**src/rtl/qar_mem_arbiter.sv**
```systemverilog
// Two-port (instruction fetch / data) arbiter onto a single-outstanding memory bus.
// Data port has priority; a starvation counter forces a fetch grant after STARVE_LIMIT data wins.
module qar_mem_arbiter #(
   parameter int unsigned STARVE_LIMIT = 4
) (
   input  logic        clk,
   input  logic        rst,
   input  logic        if_req,
   input  logic [31:0] if_addr,
   output logic        if_gnt,
   output logic        if_rvalid,
   output logic [31:0] if_rdata,
   input  logic        d_req,
   input  logic [31:0] d_addr,
   input  logic [31:0] d_wdata,
   input  logic        d_we,
   output logic        d_gnt,
   output logic        d_rvalid,
   output logic [31:0] d_rdata,
   output logic        mem_valid,
   output logic [31:0] mem_addr,
   output logic [31:0] mem_wdata,
   output logic        mem_we,
   input  logic        mem_ready,
   input  logic [31:0] mem_rdata
);
   localparam int unsigned CW = 4;
   localparam int unsigned DW = 32;

   typedef enum logic {IDLE, BUSY} state_t;

   state_t        state_q;
   logic          owner_d_q;
   logic [CW-1:0] starve_q;
   logic [DW-1:0] mem_addr_q;
   logic [DW-1:0] mem_wdata_q;
   logic [DW-1:0] if_rdata_q;
   logic [DW-1:0] d_rdata_q;
   logic          mem_we_q;
   logic          if_rvalid_q;
   logic          d_rvalid_q;
   logic          arb_c;
   logic          fetch_wins_c;

   // Grants are combinational so the winner sees acceptance in its request cycle.
   assign arb_c        = (state_q == IDLE) && !rst;
   assign fetch_wins_c = if_req && (!d_req || (starve_q == CW'(STARVE_LIMIT)));
   assign if_gnt       = arb_c && fetch_wins_c;
   assign d_gnt        = arb_c && d_req && !fetch_wins_c;

   assign mem_valid = (state_q == BUSY);
   assign mem_addr  = mem_addr_q;
   assign mem_wdata = mem_wdata_q;
   assign mem_we    = mem_we_q;
   assign if_rvalid = if_rvalid_q;
   assign if_rdata  = if_rdata_q;
   assign d_rvalid  = d_rvalid_q;
   assign d_rdata   = d_rdata_q;

   always_ff @(posedge clk) begin
      if (rst) begin
         state_q     <= IDLE;
         owner_d_q   <= 1'b0;
         starve_q    <= '0;
         mem_addr_q  <= '0;
         mem_wdata_q <= '0;
         mem_we_q    <= 1'b0;
         if_rvalid_q <= 1'b0;
         d_rvalid_q  <= 1'b0;
         if_rdata_q  <= '0;
         d_rdata_q   <= '0;
      end else begin
         if_rvalid_q <= 1'b0;
         d_rvalid_q  <= 1'b0;
         case (state_q)
            IDLE: begin
               // Counter only tracks data wins taken while fetch was actually waiting.
               if (!if_req || if_gnt) begin
                  starve_q <= '0;
               end else if (d_gnt && (starve_q != CW'(STARVE_LIMIT))) begin
                  starve_q <= starve_q + CW'(1);
               end
               if (if_gnt || d_gnt) begin
                  state_q    <= BUSY;
                  owner_d_q  <= d_gnt;
                  mem_addr_q <= d_gnt ? d_addr : if_addr;
                  mem_we_q   <= d_gnt && d_we;
                  if (d_gnt) begin
                     mem_wdata_q <= d_wdata;
                  end
               end
            end
            BUSY: begin
               if (mem_ready) begin
                  state_q <= IDLE;
                  if (owner_d_q) begin
                     d_rvalid_q <= 1'b1;
                     d_rdata_q  <= mem_we_q ? '0 : mem_rdata;
                  end else begin
                     if_rvalid_q <= 1'b1;
                     if_rdata_q  <= mem_rdata;
                  end
               end
            end
            default: state_q <= IDLE;
         endcase
      end
   end
endmodule

```
**config.mk**
```make
export PLATFORM = sky130hd
export DESIGN_NAME = qar_mem_arbiter
export DESIGN_NICKNAME = d
export VERILOG_FILES = /design/src/rtl/qar_mem_arbiter.sv
export SDC_FILE = /design/constraint.sdc
export NUM_CORES = 1
export LEC_CHECK = 0
export ABC_AREA = 1
export BUFFER_PORTS_ARGS = -buffer_cell sky130_fd_sc_hd__buf_2
export CAP_MARGIN = 0
export CORE_UTILIZATION = 44
export CTS_BUF_LIST = sky130_fd_sc_hd__clkbuf_4 sky130_fd_sc_hd__clkbuf_8
export DETAILED_ROUTE_END_ITERATION = 12
export GPL_ROUTABILITY_DRIVEN = 0
export PLACE_DENSITY = 0.77
export SETUP_SLACK_MARGIN = 0.05
export SLEW_MARGIN = 10
export SYNTH_ARGS = -nofsm -noshare
export SYNTH_HDL_FRONTEND = slang
export SYNTH_SLANG_ARGS = --single-unit
```
**constraint.sdc**
```tcl
create_clock -name clk -period 3.1 [get_ports clk]
set_input_delay 0.62 -clock clk [delete_from_list [all_inputs] [get_ports clk]]
set_output_delay 0.62 -clock clk [all_outputs]
set_load 0.03 [all_outputs]
```
==> results_dict.tcl <==
set metrics [dict create \
    rows 40 \
    cp_peak_stage_delay_ns 0.37 \
    pre_cts_slack_ns 1.04 \
    holdPathEnd "d_rdata[3]" \
    worst_r2r_endpoint "mem_addr[5]" \
    residual_overflow_from_global_routing 0 \
    finalSetupViolations 0 \
    post_synth_inst_count 752 \
    regToRegSetupSlack_ns 1.28 \
    drtPass1Iterations 5 \
    min_period_ns 2.23 \
    synth_cell_types 21 \
    number_of_standard_cells_in_the_final_layout_excluding_fillers 1156 \
    die_h_microns 113 \
    first_global_vias 5087 \
    post_cts_resize_count 0 \
    global_route_wire_length_before_repair_mm 23.9 \
    synth_area_leaders "dfxtp_1 (50%), nor2_1 (14%), nand3_1 (9.3%)" \
    final_report_hold_violation_count 0 \
    numClockSinks 137 \
    holdBufCountCts 0 \
    status "finished clean" \
    ctsRootBufferMaster "clkbuf_8" \
    fmaxAchievable_mhz 448 \
    hold-path-cell-count 3 \
    grt_antenna_before_repair 0 \
    worst_clock_skew_ns 0.00627 \
    timing_max_transition_violations_final 0 \
    power.leakage_nw 3.84 \
    aggregate_global_route_resource_usage_pct 23.5 \
    cts-htree-levels 4 \
    timing.critical_path.cells "inv_1 -> ha_1 -> nand3_1 -> nand2_1 -> nand2_2 -> nand2_2 -> inv_2 -> buf_2" \
    post_drt_via_cell_ratio 4.96 \
    drc_errors 0 \
    yosysWarnings 0 \
    final_min_period_over_clock_period_pct 72.1 \
    power.ir.vdd_worst_v 0.000391 \
    fraction_of_layout_cells_with_a_size_suffix_above_1_pct 32.0 \
    slew_headroom_pct 27.5 \
    worst_path_dominant_cell_family "flip-flops" \
    wl_mm 14.9 \
    antenna_violating_nets_post_route 0 \
    initial_util_pct 45.3 \
    timing.critical_path.buf_inv 3 \
    worst_r2r_path_depth 9 \
    worstSetupEndpointType "output port" \
    p_per_area_nw_per_um2 565 \
    avgRoutedWirePerCell_microns 12.9 \
    timing_worst_setup_path_type "reg -> out" \
    yosys_register_bits 137 \
    critical_path_arrival_ns 1.61 \
    synth_area_per_cell_sq_um 7.23 \
    synthToLayoutAreaGrowth_pct 33.3 \
    cts_tree "done" \
    post_synthesis_net_count 888 \
    timing.critical_path.mode_cell "nand2_2" \
    setup_ws_ns 0.866 \
    post_cts.repair.setup_buffers 0 \
    cts_made_buffers 17 \
    drv_cap 0 \
    pin_count 268 \
    reg_to_reg_startpoint "starve_q[0]" \
    cpMaxStageDelayCell "dfxtp_1" \
    dieWidth_microns 113 \
    drtIter0Drc 421 \
    n_antenna_cell 0 \
    worst_skew_late_latency_ns 0.44 \
    fin_nets 1132 \
    hpwl_mm 10.0 \
    fp.dieArea_sq_um 12800 \
    path_clk_slew_ns 0.07 \
    synth_top_area_cell "dfxtp_1" \
    setup.worst_path.start_class "register" \
    place.port_buffers 267 \
    fin_util_pct 60.3 \
    total_power_mw 4.09 \
    syn_area_sq_um 5440 \
    hp-class "in -> reg" \
    cts_max_path_buffers 2 \
    critPathMaxFanout 3 \
    core_area_sq_um 12000 \
    hold_sp "mem_rdata[3]" \
    rsz0062_at_grt "no" \
    least_margin_pin_slew_ns 1.09 \
    synth_sequential_area_ratio_pct 50.5 \
    vias 5732 \
    cp_data_required_time_ns 2.48 \
    setup_tns_ns 0 \
    synth_top_cell_area_share_pct 50.5 \
    n_fill_cell 1163 \
    pin_count_of_the_biggest_net_entering_global_routing 95 \
    place_inst 1124 \
]
[synth_stat cells]
cell        n
o21ai_0    96
inv_1      41
dfxtp_1   137
nand4_1     1
nor2_1    197
clkbuf_1   31
buf_2      16
buf_4       4
nor2_2      1
xor2_1      2
or2_2       1
nand3_1   101
nand2_1    71
ha_1        2
nand2_2     2
a21oi_1    38
inv_2       3
buf_1       4
o211ai_2    1
o21ai_1     2
o211ai_1    1
[sequential cells by signal, summed over array words and instances, names as in the netlist]
signal     cells
mem_we         1
d_rdata       32
if_rdata      32
if_rvalid      1
owner_d_q      1
d_rvalid       1
mem_wdata     32
mem_valid      1
starve_q       4
mem_addr      32
[report_power, final]
group,internal [mW],leakage [nW],total (mW),switching (mW)
registers,1.85,1.12,1.90,0.0432
clock network,0.854,0.211,1.54,0.683
logic,0.215,2.51,0.661,0.446
[through the flow]
step	cell area (sq um)	hold WS (ns)
floorplan	5440	0.449
CTS	7250	0.375
detailed placement	6830	0.459
global route	7250	0.381
global placement	6830	0.456
finish	7250	0.409
[worst max-delay path by stage]
stage                 from  endpoint  slack (ns)  cells past startpoint
6_report       starve_q[0]     d_gnt        0.87                      8
5_1_grt        starve_q[0]     d_gnt        0.71                      8
4_1_cts        starve_q[0]     d_gnt        0.82                      8
3_5_place_dp           rst    if_gnt        1.04                      7
3_3_place_gp           rst    if_gnt        1.07                      7
2_1_floorplan          rst     d_gnt        1.16                      6
[cells in the final DEF (no fill, tap or decap), types with 3 or more instances in the layout]
| cell | instances |
|---|---|
| buf_4 | 13 |
| clkinv_2 | 6 |
| nand3_1 | 101 |
| clkbuf_8 | 20 |
| buf_2 | 267 |
| o21ai_0 | 96 |
| nor2_1 | 195 |
| bufinv_16 | 3 |
| clkinvlp_4 | 3 |
| a21oi_1 | 38 |
| nand2_1 | 70 |
| nand2_2 | 3 |
| dfxtp_1 | 137 |
| inv_1 | 41 |
[cell type report]
cell class	count	area [sq um]	share of cell area, %
Inverter	44	166	2.30
Sequential cell	137	2740	37.8
Clock inverter	12	146	2.02
Timing Repair Buffer	280	1430	19.8
Clock buffer	20	275	3.80
Multi-Input combinational cell	516	2300	31.7
Tap cell	147	184	2.54
[logic make-up after synthesis]
kind of cell	after synthesis	synth area share, %
simple gates	374	28.4
flops	137	50.5
fa+ha+maj	2	0.460
xor+xnor	2	0.322
compound gates	138	12.9
buf+inv	99	7.48
[worst reg2reg max path: cells and delay by family, from the launching register on]
kind / cells / cell delay, ns
DFF: 1 / 0.37
and+or+nand+nor: 5 / 0.42
adders and majority gates: 1 / 0.19
AOI/OAI and AO/OA: 1 / 0.17
buffers and inverters: 2 / 0.57
[layer usage]
layer,vias up,GRT usage [%],share of wire [%],routed length [microns]
met5,-,0,0,0
met4,0,12.1,2.9,433
met3,36,7.87,7.8,1160
met2,226,37.7,47,7040
met1,2554,28.0,42,6240
li1,2916,-,-,-
No activity file was read; power rests on OpenSTA's default activity.
